File: config.mk
export PLATFORM = sky130hd
export DESIGN_NAME = uart_message_receiver_flat
export DESIGN_NICKNAME = d
export VERILOG_FILES = /design/src/rtl/uart_pkg.sv /design/src/rtl/uart_message_receiver_if.sv /design/src/rtl/uart_rx_core.sv /design/src/rtl/uart_message_receiver.sv /design/src/flat_wrapper.sv
export SDC_FILE = /design/constraint.sdc
export NUM_CORES = 1
export LEC_CHECK = 0
export CAP_MARGIN = 20
export CORE_MARGIN = 1.5
export CORE_UTILIZATION = 32
export CTS_CLUSTER_SIZE = 10
export DETAILED_ROUTE_END_ITERATION = 8
export DONT_BUFFER_PORTS = 1
export PLACE_DENSITY_LB_ADDON = 0.12
export SYNTH_ARGS = -nofsm -noshare
export SYNTH_HDL_FRONTEND = slang
export SYNTH_SLANG_ARGS = --single-unit
File: constraint.sdc
create_clock -name clk -period 3 [get_ports clk]
set_input_delay 0.6 -clock clk [delete_from_list [all_inputs] [get_ports clk]]
set_output_delay 0.6 -clock clk [all_outputs]
set_load 0.02 [all_outputs]
File: src/rtl/uart_pkg.sv
// Shared UART definitions for the receive path and the matching transmitter.
// Holds the bit-level FSM states, the line-assembly states, the newline
// terminator and the default bit period (100 MHz / 9600 baud).
package uart_pkg;

    localparam int         DEFAULT_CLKS_PER_BIT = 10417;
    localparam logic [7:0] NEWLINE              = 8'h0A;

    // Bit-level receiver states.
    typedef enum logic [1:0] {
        IDLE,
        START,
        DATA,
        STOP
    } rx_state_t;

    // Line assembly states: collecting characters, presenting a finished
    // line to the consumer, or dropping an over-long line until its '\n'.
    typedef enum logic [1:0] {
        LINE_COLLECT,
        LINE_PRESENT,
        LINE_DISCARD
    } line_state_t;

endpackage

File: src/rtl/uart_message_receiver_if.sv
// Consumer-facing bundle of the message receiver.
//   word / word_valid        : last received byte and its one-cycle strobe
//   message / message_len    : presented line (first char in the MSB byte)
//   message_valid            : high while a complete line is presented
//   message_ack              : consumer has taken the presented line
// master = receiver side, slave = consumer side.
interface uart_message_receiver_if #(
    parameter int MAX_LEN = 16
);
    localparam int LEN_W = $clog2(MAX_LEN + 1);

    logic [7:0]           word;
    logic                 word_valid;
    logic [8*MAX_LEN-1:0] message;
    logic [LEN_W-1:0]     message_len;
    logic                 message_valid;
    logic                 message_ack;

    modport master (
        output word, word_valid, message, message_len, message_valid,
        input  message_ack
    );

    modport slave (
        input  word, word_valid, message, message_len, message_valid,
        output message_ack
    );
endinterface

File: src/rtl/uart_rx_core.sv
// 8N1 UART byte receiver: 2-flop input synchroniser, bit FSM and baud counter.
// Ports:
//   clk, rst     : system clock, synchronous active-high reset
//   rxd          : asynchronous serial input, idle high
//   word         : last correctly framed byte
//   word_valid   : one-cycle pulse when word updates
//   frame_error  : sticky, set when a stop bit is sampled low
module uart_rx_core
    import uart_pkg::*;
#(
    parameter int CLKS_PER_BIT = DEFAULT_CLKS_PER_BIT
) (
    input  logic       clk,
    input  logic       rst,
    input  logic       rxd,
    output logic [7:0] word,
    output logic       word_valid,
    output logic       frame_error
);
    localparam int             CNT_W    = $clog2(CLKS_PER_BIT);
    localparam logic [CNT_W-1:0] CNT_LAST = CNT_W'(CLKS_PER_BIT - 1);
    localparam logic [CNT_W-1:0] CNT_HALF = CNT_W'(CLKS_PER_BIT / 2 - 1);

    logic             rxd_meta, rxd_sync;
    rx_state_t        state, state_nxt;
    logic [CNT_W-1:0] cnt, cnt_nxt;
    logic [2:0]       bit_idx, bit_idx_nxt;
    logic [7:0]       shift, shift_nxt;
    logic             stop_wait, stop_wait_nxt;   // bad stop bit seen, waiting for line idle
    logic [7:0]       word_nxt;
    logic             word_valid_nxt, frame_error_nxt;

    // NOTE: sequential state uses non-blocking assignments so every flop
    // samples the pre-edge value, independent of statement order.
    always_ff @(posedge clk) begin
        if (rst) begin
            rxd_meta    <= 1'b1;
            rxd_sync    <= 1'b1;
            state       <= IDLE;
            cnt         <= '0;
            bit_idx     <= '0;
            shift       <= '0;
            stop_wait   <= 1'b0;
            word        <= '0;
            word_valid  <= 1'b0;
            frame_error <= 1'b0;
        end else begin
            rxd_meta    <= rxd;
            rxd_sync    <= rxd_meta;
            state       <= state_nxt;
            cnt         <= cnt_nxt;
            bit_idx     <= bit_idx_nxt;
            shift       <= shift_nxt;
            stop_wait   <= stop_wait_nxt;
            word        <= word_nxt;
            word_valid  <= word_valid_nxt;
            frame_error <= frame_error_nxt;
        end
    end

    // NOTE: every signal gets a default before the case so no path leaves
    // one unassigned, which would infer a latch.
    always_comb begin
        state_nxt       = state;
        cnt_nxt         = (cnt == CNT_LAST) ? '0 : cnt + 1'b1;
        bit_idx_nxt     = bit_idx;
        shift_nxt       = shift;
        stop_wait_nxt   = stop_wait;
        word_nxt        = word;
        word_valid_nxt  = 1'b0;
        frame_error_nxt = frame_error;

        case (state)
            IDLE: begin
                cnt_nxt = '0;
                if (!rxd_sync) state_nxt = START;
            end
            START: begin
                // Re-check in the middle of the start bit to reject glitches.
                if (cnt == CNT_HALF) begin
                    if (!rxd_sync) begin
                        state_nxt   = DATA;
                        cnt_nxt     = '0;
                        bit_idx_nxt = '0;
                    end else begin
                        state_nxt = IDLE;
                    end
                end
            end
            DATA: begin
                if (cnt == CNT_LAST) begin
                    shift_nxt   = {rxd_sync, shift[7:1]};   // LSB first
                    bit_idx_nxt = bit_idx + 3'd1;
                    if (bit_idx == 3'd7) state_nxt = STOP;
                end
            end
            STOP: begin
                if (stop_wait) begin
                    if (rxd_sync) begin
                        stop_wait_nxt = 1'b0;
                        state_nxt     = IDLE;
                    end
                end else if (cnt == CNT_LAST) begin
                    if (rxd_sync) begin
                        word_nxt       = shift;
                        word_valid_nxt = 1'b1;
                        state_nxt      = IDLE;
                    end else begin
                        frame_error_nxt = 1'b1;
                        stop_wait_nxt   = 1'b1;
                    end
                end
            end
            default: state_nxt = IDLE;
        endcase
    end

endmodule

File: src/rtl/uart_message_receiver.sv
// UART line receiver: turns received bytes into '\n'-terminated lines and
// presents each line to the consumer with a valid/ack handshake.
// Ports:
//   clk, rst     : system clock, synchronous active-high reset
//   rxd          : asynchronous serial input, idle high
//   msg          : consumer bundle (word strobe, line buffer, length, valid/ack)
//   frame_error  : sticky, a stop bit was sampled low
//   overflow     : sticky, line longer than MAX_LEN or byte during presentation
module uart_message_receiver
    import uart_pkg::*;
#(
    parameter int CLKS_PER_BIT = DEFAULT_CLKS_PER_BIT,
    parameter int MAX_LEN      = 16
) (
    input  logic                           clk,
    input  logic                           rst,
    input  logic                           rxd,
    uart_message_receiver_if.master        msg,
    output logic                           frame_error,
    output logic                           overflow
);
    localparam int               LEN_W    = $clog2(MAX_LEN + 1);
    localparam logic [LEN_W-1:0] PTR_LAST = LEN_W'(MAX_LEN - 1);

    logic [7:0]           rx_word;
    logic                 rx_valid;
    line_state_t          line_state, line_state_nxt;
    logic [8*MAX_LEN-1:0] line_buf, line_buf_nxt;
    logic [LEN_W-1:0]     wr_ptr, wr_ptr_nxt;
    logic [LEN_W-1:0]     len, len_nxt;
    logic                 overflow_nxt;

    uart_rx_core #(
        .CLKS_PER_BIT (CLKS_PER_BIT)
    ) u_rx_core (
        .clk         (clk),
        .rst         (rst),
        .rxd         (rxd),
        .word        (rx_word),
        .word_valid  (rx_valid),
        .frame_error (frame_error)
    );

    // NOTE: the line buffer is reset because it is a visible output that must
    // read as all zeros out of reset, not just a storage array.
    always_ff @(posedge clk) begin
        if (rst) begin
            line_state <= LINE_COLLECT;
            line_buf   <= '0;
            wr_ptr     <= '0;
            len        <= '0;
            overflow   <= 1'b0;
        end else begin
            line_state <= line_state_nxt;
            line_buf   <= line_buf_nxt;
            wr_ptr     <= wr_ptr_nxt;
            len        <= len_nxt;
            overflow   <= overflow_nxt;
        end
    end

    always_comb begin
        line_state_nxt = line_state;
        line_buf_nxt   = line_buf;
        wr_ptr_nxt     = wr_ptr;
        len_nxt        = len;
        overflow_nxt   = overflow;

        case (line_state)
            LINE_COLLECT: begin
                if (rx_valid) begin
                    if (rx_word == NEWLINE) begin
                        line_buf_nxt[8*(MAX_LEN-1-int'(wr_ptr)) +: 8] = rx_word;
                        len_nxt        = wr_ptr + 1'b1;
                        wr_ptr_nxt     = '0;
                        line_state_nxt = LINE_PRESENT;
                    end else if (wr_ptr == PTR_LAST) begin
                        // No room left for the terminator: drop the whole line.
                        overflow_nxt   = 1'b1;
                        line_state_nxt = LINE_DISCARD;
                    end else begin
                        line_buf_nxt[8*(MAX_LEN-1-int'(wr_ptr)) +: 8] = rx_word;
                        wr_ptr_nxt = wr_ptr + 1'b1;
                    end
                end
            end
            LINE_PRESENT: begin
                // Bytes cannot be stored while the line is held; an ack in the
                // same cycle still wins and the byte is lost.
                if (rx_valid) overflow_nxt = 1'b1;
                if (msg.message_ack) begin
                    line_buf_nxt   = '0;
                    len_nxt        = '0;
                    line_state_nxt = LINE_COLLECT;
                end
            end
            LINE_DISCARD: begin
                if (rx_valid && rx_word == NEWLINE) begin
                    line_buf_nxt   = '0;
                    wr_ptr_nxt     = '0;
                    line_state_nxt = LINE_COLLECT;
                end
            end
            default: line_state_nxt = LINE_COLLECT;
        endcase
    end

    assign msg.word          = rx_word;
    assign msg.word_valid    = rx_valid;
    assign msg.message       = line_buf;
    assign msg.message_len   = len;
    assign msg.message_valid = (line_state == LINE_PRESENT);

endmodule

File: src/flat_wrapper.sv
// flat-port wrapper written by rule: the top's interface ports become plain ports
module uart_message_receiver_flat import uart_pkg::*;
#(
    parameter int CLKS_PER_BIT = DEFAULT_CLKS_PER_BIT,
    parameter int MAX_LEN      = 16
)
  (clk, rst, rxd, frame_error, overflow, msg_word, msg_word_valid, msg_message, msg_message_len, msg_message_valid, msg_message_ack);
  uart_message_receiver_if #(.MAX_LEN(MAX_LEN)) msg_i ();
  input  logic clk;
  input  logic rst;
  input  logic rxd;
  output logic frame_error;
  output logic overflow;
  output wire logic [$bits(msg_i.word)-1:0] msg_word;
  output wire logic [$bits(msg_i.word_valid)-1:0] msg_word_valid;
  output wire logic [$bits(msg_i.message)-1:0] msg_message;
  output wire logic [$bits(msg_i.message_len)-1:0] msg_message_len;
  output wire logic [$bits(msg_i.message_valid)-1:0] msg_message_valid;
  input wire logic [$bits(msg_i.message_ack)-1:0] msg_message_ack;
  assign msg_word = msg_i.word;
  assign msg_word_valid = msg_i.word_valid;
  assign msg_message = msg_i.message;
  assign msg_message_len = msg_i.message_len;
  assign msg_message_valid = msg_i.message_valid;
  assign msg_i.message_ack = msg_message_ack;
  uart_message_receiver #(.CLKS_PER_BIT(CLKS_PER_BIT), .MAX_LEN(MAX_LEN)) u_core (.clk(clk), .rst(rst), .rxd(rxd), .msg(msg_i), .frame_error(frame_error), .overflow(overflow));
endmodule
==> Word-level counts from Yosys, hierarchy flattened <==
Cells that the tools add are included.
{ "op_classes": {"n_reduce_logical": 18, "addsub": 5, "muxes": 48, "shifts": 2, "eq_ne": 25, "bitwise": 4} }
{ "op_table": {"columns": ["operator", "count"], "rows": [
  ["two-way mux 128 bit", 5],
  ["one-hot mux 128 bit (3 select lines)", 1],
  ["bitwise mux 128 bit", 1],
  ["variable shift 8 x 33 -> 128 bit (first input constant)", 1],
  ["indexed part select 8 x 33 -> 128 bit", 1],
  ["two-way mux 14 bit", 3],
  ["two-way mux 5 bit", 7],
  ["negation 32 -> 33 bit", 1],
  ["one-hot mux 14 bit (2 select lines)", 1],
  ["two-way mux 2 bit", 13],
  ["AND reduction 4 bit", 6],
  ["one-hot mux 5 bit (2 select lines)", 2],
  ["AND reduction 5 bit", 3],
  ["adder 14 x 1 -> 14 bit (second input constant)", 1],
  ["== test 14 x 13 -> 1 bit (second input constant)", 1],
  ["== test 14 bit (second input constant)", 1],
  ["!= test 2 bit (second input constant)", 7],
  ["!= test 2 x 1 -> 1 bit (second input constant)", 5],
  ["two-way mux 3 bit", 3],
  ["== test 8 x 4 -> 1 bit (second input constant)", 1],
  ["two-way mux 1 bit", 8],
  ["one-hot mux 2 bit (4 select lines)", 1],
  ["== test 2 bit (second input constant)", 3],
  ["!= test 3 bit (second input constant)", 2],
  ["other kinds (17)", 24]
]} }
{ "totals": {"wordCells": 117, "input_bits": 4, "reg_bits": 181, "out_inout_bits": 145} }

==> Logic depth before layout (Yosys ltp) <==
Gate-level depths: netlist (run 1).
{ "depth": {"ltp_word": 8, "depth_mapped": 12, "ltp_nobuf": 10} }

==> Cells and area by module <==
A second synthesis (run 1) with hierarchy kept.
{ "hier_totals": {"hier_cells": 812, "area_unflattened_um2": 8075.2} }
{ "modules_own_cells": {"columns": ["mod", "area_per_inst_um2", "instances", "cells_each", "seq_area_each_um2"], "rows": [
  ["uart_message_receiver", 6303.5, 1, 619, 2822.7],
  ["uart_rx_core", 1771.7, 1, 193, 800.8]
]} }

==> Worst setup path before layout (run 1) <==
Ideal clock, no wire load.
{ "synth_timing": {"path_type": "register to register", "start": "reg u_core.wr_ptr[1]", "end": "reg u_core.line_buf[47], in the netlist u_core.msg.message[47]", "required_ps": 2922, "path_stages_with_launch": 13, "n_path_buf": 3, "setup_ps": 78, "period_less_slack_ps": 2990, "slack_ps": 10, "arrival_time_ps": 2912, "cell_sequence": "dfxtp_1 > ha_1 > buf_2 > and4b_1 > inv_1 > ha_1 > nor4bb_1 > and2_1 > o21ai_0 > or4_1 > buf_2 > buf_6 > o22ai_1"} }
{ "synth_via": {"elab_chain_len": 8, "elab_cells_between_ends": 12} }
{ "synth_rtl": {"columns": ["element", "line", "source"], "rows": [
  ["start: declaration", "uart_message_receiver.sv:29", "logic [LEN_W-1:0] wr_ptr, wr_ptr_nxt;"],
  ["start signal: assignment", "uart_message_receiver.sv:56", "wr_ptr <= wr_ptr_nxt;"],
  ["subtractor 4 x 5 -> 6 bit", "uart_message_receiver.sv:73, uart_message_receiver.sv:82", null],
  ["negation 32 -> 33 bit", "uart_message_receiver.sv:73, uart_message_receiver.sv:82", null],
  ["indexed part select 8 x 33 -> 128 bit / variable shift 8 x 33 -> 128 bit (equally long branches)", "uart_message_receiver.sv:73, uart_message_receiver.sv:82", null],
  ["bitwise mux 128 bit", "uart_message_receiver.sv:73, uart_message_receiver.sv:82", null],
  ["two-way mux 128 bit", "uart_message_receiver.sv:77", "end else if (wr_ptr == PTR_LAST) begin"],
  ["two-way mux 128 bit", "uart_message_receiver.sv:72", "if (rx_word == NEWLINE) begin"],
  ["two-way mux 128 bit", "uart_message_receiver.sv:71", "if (rx_valid) begin"],
  ["one-hot mux 128 bit (3 select lines)", "uart_message_receiver.sv:69", "case (line_state)"],
  ["end signal: assignment", "uart_message_receiver.sv:55", "line_buf <= line_buf_nxt;"],
  ["end: declaration", "uart_message_receiver.sv:28", "logic [8*MAX_LEN-1:0] line_buf, line_buf_nxt;"]
]} }
Several ways; a longest one is shown, not always the timed one. The select of a mux whose other input is x is not followed.
A chain may end at the register's enable or synchronous reset.

==> Worst setup path in the final report (run 1) <==
{ "layout_timing": {"start": "reg u_core.wr_ptr[4]", "end": "reg u_core.line_buf[79], in the netlist u_core.msg.message[79]"} }
Same word-level chain as after synthesis.

==> results of run 1 <==
-- state kept, by name, indices dropped and copies added, names as in the netlist, 2 cells and up, named ones only --
signal / count
u_core.u_rx_core.word: 8
u_core.u_rx_core.shift: 8
u_core.line_state: 2
u_core.msg.message: 128
u_core.msg.message_len: 5
u_core.wr_ptr: 5
u_core.u_rx_core.cnt: 14
u_core.u_rx_core.bit_idx: 3
-- kinds of logic (layout without fill, tap and decap cells) --
group	Yosys count	in the layout	share of synthesized area (%)
simple gates	342	342	22.8
compound gates	207	207	18.5
flops	181	181	47.9
buf+inv	80	113	4.30
xor+xnor	17	17	2.07
mux	16	16	2.12
fa+ha+maj	14	14	2.32
-- power by group through the flow --
| stage | Combinational [µW] | Clock (µW) | Sequential, µW |
|---|---|---|---|
| detailed placement | 42.1 | 0 | 2460 |
| global placement | 39.9 | 0 | 2460 |
| CTS | 42.0 | 2410 | 2410 |
| global route | 45.0 | 2520 | 2410 |
| floorplan | 40.1 | 0 | 2460 |
| finish | 40.9 | 2350 | 2410 |
-- Yosys cell counts (2+ instances only) --
| master | instances | area [µm²] |
|---|---|---|
| xor2_1 | 6 | 52.6 |
| nand4_1 | 16 | 100 |
| buf_2 | 8 | 40.0 |
| a22o_1 | 24 | 210 |
| nor2_1 | 49 | 184 |
| clkbuf_1 | 48 | 180 |
| buf_1 | 2 | 7.51 |
| a211oi_1 | 7 | 52.6 |
| xnor2_1 | 10 | 87.6 |
| o22ai_1 | 48 | 300 |
| and2_1 | 8 | 50.1 |
| a32o_1 | 8 | 80.1 |
| a21o_1 | 2 | 15.0 |
| ha_1 | 14 | 175 |
| a21oi_1 | 21 | 105 |
| nand3b_1 | 3 | 22.5 |
| mux2i_1 | 16 | 160 |
| nor4b_1 | 3 | 26.3 |
| or4_1 | 4 | 30.0 |
| nor4bb_1 | 8 | 80.1 |
| nor2b_1 | 27 | 169 |
| buf_6 | 2 | 22.5 |
| o21a_1 | 5 | 37.5 |
| and4b_1 | 3 | 30.0 |
| o21ai_0 | 55 | 275 |
| a2111oi_0 | 4 | 35.0 |
| or2_2 | 3 | 18.8 |
| o221ai_1 | 5 | 43.8 |
| o21ai_1 | 5 | 25.0 |
| nor4_2 | 2 | 25.0 |
| a41oi_1 | 2 | 17.5 |
| inv_1 | 20 | 75.1 |
| dfxtp_1 | 181 | 3620 |
| a211o_1 | 2 | 17.5 |
| nand3_1 | 53 | 265 |
| nor3_1 | 12 | 60.1 |
| a22oi_1 | 5 | 37.5 |
| and3_1 | 4 | 25.0 |
| or3_1 | 2 | 12.5 |
| o2111ai_1 | 7 | 61.3 |
| nor3b_1 | 3 | 22.5 |
| nand4b_1 | 2 | 17.5 |
| nand2_1 | 132 | 495 |
-- area by class of cell --
type                       count  area [µm²]  area share (%)
multi-input combinational    596        3710            41.6
sequential                   181        3620            40.7
timing repair buffer          61         474            5.33
clock buffer                  17         425            4.78
tap                          319         399            4.48
clock inverter                15         198            2.22
inverter                      20        76.3           0.857
-- path summary, 6_finish.rpt --
check                                                end  cells past startpoint                                 start
hold / removal    u_core.u_rx_core.shift[3]$_SDFFE_PP0P_                      1                                   rst
setup reg to reg     u_core.msg.message[79]$_SDFFE_PP0P_                     10         u_core.wr_ptr[4]$_SDFFE_PP0P_
hold reg to reg     u_core.u_rx_core.rxd_sync$_SDFF_PP1_                      1  u_core.u_rx_core.rxd_meta$_SDFF_PP1_
setup / recovery     u_core.msg.message[79]$_SDFFE_PP0P_                     10         u_core.wr_ptr[4]$_SDFFE_PP0P_
-- per-layer routing --
layer / up-vias / routed length (µm) / global-route usage (%)
met5: - / 0 / 0
met4: 0 / 292 / 5.85
met3: 20 / 1770 / 5.87
met2: 174 / 10500 / 29.6
met1: 3103 / 10400 / 24.2
li1: 3114 / - / -
-- worst reg2reg max path, stage by stage, from the launching register on --
cell and delay (ns):
dfxtp_1 0.33, inv_1 0.05, and3_1 0.16, nand3_1 0.11, inv_1 0.05, ha_1 0.28
or3b_2 0.47, or3_1 0.38, a2111oi_1 0.43, o21ai_2 0.22, a22o_1 0.27
-- through the flow --
step	utilization, %	power [µW]
finish	38.2	4800
global route	38.2	4970
CTS	37.8	4860
detailed placement	35.1	2500
global placement	35.1	2500
floorplan	-	2500
-- timing repair --
item / 4_1_cts / 5_1_grt
pin swaps: 0 / 2
setup endpoints to repair: 8 / 123
hold buffers: 0 / 0
setup buffers: 0 / 1
resized for setup: 1 / 23
==> impl_metrics.toml, run 1 <==
[floorplan]
start_util_pct = 32.4
die_w_um = 157
die_y_um = 157
row_count = 56
dieArea_um2 = 24600
io_pins = 149
core_area_um2 = 23300

[sta]
tightest_slew_ns = 0.808
worst_slew_margin_rel_pct = 45.4
setup_ws_ns = 0.160
hold_ws_ns = 0.236
rsz0062_at_grt = "yes"
slew_violations = 0
tns_ns = 0
hold_viol_final = 0
period_share_pct = 94.7
setup_viol = 0
clock_skew_ns = 0.0151
fin_crit_ns = 2.84
timing.fmax_mhz = 352

[routing]
drtAntennaViolNets = 0
route.detailed.drc = 0
drt-initial-drc-count = 637
routed_wirelength_um = 23000
viasPerCell = 5.30
vias = 6411
drt_pass1_iterations = 5
routedWlPerCell_um = 19.0

[global_routing]
grt_pass1_vias = 6103
grt_overflow = 0
grt_first_pass_wirelength_um = 35000
grt_max_degree = 89
grt_util_all_layers_pct = 18.7
antenna_found_initial = 0

[synth]
synth_cell_types = 59
synth_ff_type = "dfxtp_1"
synth_area_um2 = 7560
async_flop_share_pct = 0
avgSynthCellArea_um2 = 8.82
ys_seq_area_share_pct = 47.9
ys_ff_latch = 181
yosys_warnings = 0
syn_inst = 857
syn_nets = 875
synth-edff-count = 0

[worst_setup_path]
cp.required_ns = 3.34
rrSetupSlack_ns = 0.16
max_stage_delay_ns = 0.47
cpMostUsedCell = "inv_1"
cp_cell_sequence = "inv_1 -> and3_1 -> nand3_1 -> inv_1 -> ha_1 -> or3b_2 -> or3_1 -> a2111oi_1 -> o21ai_2 -> a22o_1"
cp.arrival_ns = 3.18
cp_max_fo = 8
worst-path-buf-inv = 2
endpoint_kind = "flop"
worst_setup_path_start_kind = "flop"
crit_type = "reg -> reg"
cp_slowest_cell = "or3b_2"
crit_family = "simple AND/OR/NAND/NOR gates"

[place]
place.port_buffers = 0
dpl.cell_count = 1176
placed_area_um2 = 8190
place.gp.congestion = 0.845
dp_hpwl_um = 15300
place_ws_ns = -0.119

[clocking]
root_buffer = "clkbuf_16"
htreeDepth = 4
max-clock-path-buffers = 2
clkLatencyLatePin_ns = 0.44
cts_buffers = 17
cts_tree = "built"
clk_pin_slew_ns = 0.08
cts_sinks = 181

[power]
ir_drop_uv = 275
internal_power_uw = 3630
swShare_pct = 24.3
powerDensity_nw_per_um2 = 539
p_leak_uw = 0.00308
seqPwrFrac_pct = 50.2
combPwrFrac_pct = 0.9
p_switching_uw = 1170
p_clk_share_pct = 49.0

[finish]
fin_nets = 895
diodes = 0
fin_area_um2 = 8900
final_common_cell = "dfxtp_1"
nFillCells = 2379
final_cells = 1209
drive_gt1_share_pct = 14.2
layout_common_cells = "181 x dfxtp_1, 131 x nand2_1, 59 x buf_4"
area_delta_synth_final_pct = 17.8

[outcome]
outcome = "complete, no violations"

[flow_run]
maxCapViolCount = 0

[hold_path]
hold_class = "in -> reg"
(Power assumes the default switching activity.)
==> inputs of run 2 (changes only) <==
- CORE_MARGIN: 1.5 -> 2
- GPL_TIMING_DRIVEN: not set -> 0
==> impl_metrics.toml, run 2 (synthesis results as in run 1) <==
[outcome]
outcome = "complete, no violations"

[clocking]
root_buffer = "clkbuf_16"
htreeDepth = 4
cts_tree = "built"
clk_pin_slew_ns = 0.08
cts_sinks = 181
cts_buffers = 17
max-clock-path-buffers = 2
clkLatencyLatePin_ns = 0.45

[worst_setup_path]
worst_r2r_path_depth = 11
r2r_start = "u_core.wr_ptr[0]$_SDFFE_PP0P_"
worst_setup_path_start_kind = "flop"
cpMostUsedCell = "buf_6"
max_stage_delay_ns = 0.64
crit_family = "simple AND/OR/NAND/NOR gates"
cp.depth = 11
cp_slowest_cell = "or4_4"
cp_max_fo = 10
critPathCapture = "u_core.msg.message[47]$_SDFFE_PP0P_"
crit_type = "reg -> reg"
endpoint_kind = "flop"
crit_start = "u_core.wr_ptr[0]$_SDFFE_PP0P_"
rrSetupSlack_ns = 0.08
cp_cell_sequence = "ha_2 -> buf_6 -> and4b_1 -> inv_2 -> ha_4 -> nor4bb_4 -> and2_4 -> o21ai_4 -> or4_4 -> buf_6 -> o22ai_1"
r2r-end = "u_core.msg.message[47]$_SDFFE_PP0P_"
cp.arrival_ns = 3.28
cp.required_ns = 3.37
worst-path-buf-inv = 3

[finish]
final_cells = 1227
final_common_cell = "dfxtp_1"
fin_nets = 913
largest_register_ffs = 128
drive_gt1_share_pct = 15.1
area_delta_synth_final_pct = 21.8
diodes = 0
layout_common_cells = "178 x dfxtp_1, 130 x nand2_1, 54 x o21ai_0"

[hold_path]
hold_depth = 1
hold_class = "in -> reg"

[routing]
route.detailed.drc = 0
drt_pass1_iterations = 5
routedWlPerCell_um = 20.4
drt-initial-drc-count = 403
drtAntennaViolNets = 0
vias = 6449
viasPerCell = 5.26
routed_wirelength_um = 25000

[flow_run]
maxCapViolCount = 0

[power]
p_leak_uw = 0.00309
powerDensity_nw_per_um2 = 511
p_switching_uw = 1170
p_clk_share_pct = 47.5
ir_drop_uv = 293
internal_power_uw = 3530
swShare_pct = 24.9
seqPwrFrac_pct = 51.1
combPwrFrac_pct = 1.4

[floorplan]
die_y_um = 158
start_util_pct = 32.4
io_pins = 149
die_w_um = 158
dieArea_um2 = 24900
core_area_um2 = 23300
row_count = 56

[global_routing]
gr-usage-met3_pct = 6.32
grtUsageMet2_pct = 31.3
antenna_found_initial = 0
grt_overflow = 0
busiest_layer = "met2"
met1_usage_pct = 26.9
grt_util_all_layers_pct = 20.1
grt_pass1_vias = 6382
grt_first_pass_wirelength_um = 38000
grt_max_degree = 20

[sta]
worst_slew_margin_rel_pct = 25.5
fin_crit_ns = 2.92
setup_ws_ns = 0.0830
setup_viol = 0
tightest_slew_ns = 1.11
clock_skew_ns = 0.0193
slew_violations = 0
timing.fmax_mhz = 343
period_share_pct = 97.2
hold_viol_final = 0
hold_ws_ns = 0.262

[place]
dpl.cell_count = 1179
place_ws_ns = -0.885
place.gp.congestion = 0.817
dp_hpwl_um = 17200
place.port_buffers = 0
## run 2: power by group through the flow
stage / logic (µW) / clock network [µW] / registers (µW)
after detailed placement: 66.9 / 0 / 2460
after CTS: 67.5 / 2290 / 2400
after global placement: 67.4 / 0 / 2460
after floorplan: 40.1 / 0 / 2460
final: 66.7 / 2230 / 2400
after global routing: 74.3 / 2390 / 2400
## run 2: stage by stage
step | area, µm² | power, µW | utilization [%] | setup TNS [ns]
after global routing | 9200 | 4870 | 39.4 | -0.601
after global placement | 7960 | 2530 | 34.1 | -85.11
after floorplan | 7560 | 2500 | - | 0
after CTS | 8910 | 4760 | 38.2 | 0
final | 9200 | 4700 | 39.4 | 0
after detailed placement | 7980 | 2530 | 34.2 | -90.96
## run 2: what timing repair did
item | CTS | global route
endpoints found under the setup margin | 128 | 128
pin swaps | 7 | 15
resized for setup | 75 | 28
setup buffers | 4 | 17
hold buffers | 0 | 0
gates cloned | 0 | 0
## run 2: layout make-up
| type | instances | area (µm²) |
|---|---|---|
| Tap cell | 319 | 399 |
| Fill cell | 2397 | 14100 |
| Clock buffer | 17 | 425 |
| Buffer | 54 | 250 |
| Sequential cell | 181 | 3630 |
| Inverter | 20 | 75.1 |
| Clock inverter | 15 | 163 |
| Multi-Input combinational cell | 596 | 4020 |
| Timing Repair Buffer | 25 | 243 |
## run 2: layer usage
| layer | share of wire, % | vias to the layer above |
|---|---|---|
| met1 | 45 | 3107 |
| met2 | 46 | 163 |
| li1 | - | 3157 |
| met4 | 1.1 | 0 |
| met5 | 0 | - |
| met3 | 7.8 | 22 |
## run 2: worst min-delay path by stage
stage               slack (ns)                                   end                                  from
CTS                       0.25  u_core.u_rx_core.rxd_meta$_SDFF_PP1_                                   rxd
floorplan                 0.39  u_core.u_rx_core.rxd_sync$_SDFF_PP1_  u_core.u_rx_core.rxd_meta$_SDFF_PP1_
detailed placement        0.41  u_core.u_rx_core.rxd_sync$_SDFF_PP1_  u_core.u_rx_core.rxd_meta$_SDFF_PP1_
finish                    0.26  u_core.u_rx_core.rxd_meta$_SDFF_PP1_                                   rxd
global placement          0.40  u_core.u_rx_core.rxd_sync$_SDFF_PP1_  u_core.u_rx_core.rxd_meta$_SDFF_PP1_
global route              0.25  u_core.u_rx_core.rxd_meta$_SDFF_PP1_                                   rxd
==> inputs of run 3 (changes only) <==
- PLACE_DENSITY: not set -> 0.49
- PLACE_DENSITY_LB_ADDON: 0.12 -> not set
==> impl_metrics.toml, run 3 (synthesis results as in run 1) <==
[outcome]
outcome = "complete, no violations"

[finish]
final_common_cell = "dfxtp_1"
final_cells = 1215
seq_area_um2 = 3640
diodes = 0
drive_gt1_share_pct = 14.6
nFillCells = 2362
area_delta_synth_final_pct = 20.2
layout_common_cells = "175 x dfxtp_1, 130 x nand2_1, 54 x o21ai_0"
multiInputGateArea_um2 = 4020
fin_nets = 901
largest_register_ffs = 128

[routing]
drt-initial-drc-count = 471
vias = 6507
viasPerCell = 5.36
drt_pass1_iterations = 5
routedWlPerCell_um = 20.2
routed_wirelength_um = 24500
drtAntennaViolNets = 0
route.detailed.drc = 0

[sta]
slew_violations = 0
timing.fmax_mhz = 349
fin_crit_ns = 2.87
period_share_pct = 95.6
tns_ns = 0
clock_skew_ns = 0.0105
hold_viol_final = 0
worst_slew_margin_rel_pct = 23.4
setup_ws_ns = 0.131
setup_viol = 0
tightest_slew_ns = 1.15
hold_ws_ns = 0.268

[power]
powerDensity_nw_per_um2 = 525
total_power_uw = 4770
p_leak_uw = 0.00304
ir_drop_uv = 297

[global_routing]
antenna_found_initial = 0
grt_util_all_layers_pct = 19.5
grt_first_pass_wirelength_um = 37000
grt_max_degree = 17
grt_overflow = 0
grt_pass1_vias = 6136

[floorplan]
die_w_um = 158
io_pins = 149
row_count = 56
die_y_um = 158
start_util_pct = 32.4
core_area_um2 = 23300
dieArea_um2 = 24900

[hold_path]
hold_depth = 1
hold_class = "in -> reg"

[worst_setup_path]
worst_setup_path_start_kind = "flop"
max_stage_delay_ns = 0.55
endpoint_kind = "flop"
worst_r2r_path_depth = 8
cp_cell_sequence = "nor4_4 -> buf_4 -> nand4b_4 -> a211o_2 -> or4_1 -> buf_4 -> buf_4 -> o22ai_1"
cp_max_fo = 10
cp.required_ns = 3.36
cp.arrival_ns = 3.23
cpMostUsedCell = "buf_4"
crit_type = "reg -> reg"
cp_slowest_cell = "dfxtp_1"

[place]
place_ws_ns = -0.860
dpl.cell_count = 1178
place.gp.congestion = 0.834
dp_hpwl_um = 16700
place.port_buffers = 0

[clocking]
cts_hold_buf = 0
clk_pin_slew_ns = 0.07
clkLatencyLatePin_ns = 0.43
htreeDepth = 4
cts_sinks = 181
cts_buffers = 17
max-clock-path-buffers = 2
cts_tree = "built"
root_buffer = "clkbuf_16"

[flow_run]
maxCapViolCount = 0
[run 3: changes by cell type in the layout (fill, tap and decap cells not counted), sizes merged]
cell      previous run  this run
buf                 34        21
clkinv               5         4
clkinvlp             2         1
clkbuf              62        67
bufinv               0         2
inv                 28        24
[run 3: where the power goes]
group | leakage, µW | internal [µW] | switching [µW]
Sequential | 0.00146 | 2400 | 1.90
Combinational | 0.00128 | 10.1 | 56.8
Clock | 0.000297 | 1310 | 993
[run 3: cell type report]
cell class	count	share of cell area (%)
plain buffers	57	3.00
clock buffers	21	5.18
clock inverters	11	1.50
inverters	20	0.854
multi-input cells	596	44.3
flip-flops and latches	181	40.0
well taps	319	4.39
repair buffers	10	0.798
[run 3: what timing repair did]
item | 4_1_cts | 5_1_grt
cloned | 0 | 0
endpoints found under the setup margin | 128 | 118
resized for setup | 73 | 41
pin swaps | 3 | 7
setup buffers | 4 | 4
[run 3: path summary, 6_finish.rpt]
check	endpoint	from	slack (ns)
setup / recovery	u_core.msg.message[126]$_SDFFE_PP0P_	u_core.u_rx_core.word[0]$_SDFFE_PP0P_	0.13
hold / removal	u_core.u_rx_core.rxd_meta$_SDFF_PP1_	rxd	0.27
setup reg to reg	u_core.msg.message[126]$_SDFFE_PP0P_	u_core.u_rx_core.word[0]$_SDFFE_PP0P_	0.13
hold reg to reg	u_core.u_rx_core.rxd_sync$_SDFF_PP1_	u_core.u_rx_core.rxd_meta$_SDFF_PP1_	0.41
[run 3: per-layer routing]
layer / routed length, µm / track usage [%]
met1: 11000 / 26.0
met2: 10900 / 29.6
met3: 2170 / 6.98
met4: 375 / 5.32
met5: 0 / 0
[run 3: per-stage QoR]
| stage | cell area [µm²] | util [%] |
|---|---|---|
| floorplan | 7560 | - |
| global placement | 7960 | 34.1 |
| detailed placement | 7970 | 34.2 |
| CTS | 8910 | 38.2 |
| global route | 9090 | 39.0 |
| finish | 9090 | 39.0 |
[run 3: critical path, delay by kind of cell (launching register included)]
kind	cells	cell delay (ns)
AO/OA/AOI/OAI	2	0.59
buffers and inverters	3	0.55
flip-flops	1	0.55
AND/OR/NAND/NOR	3	1.10
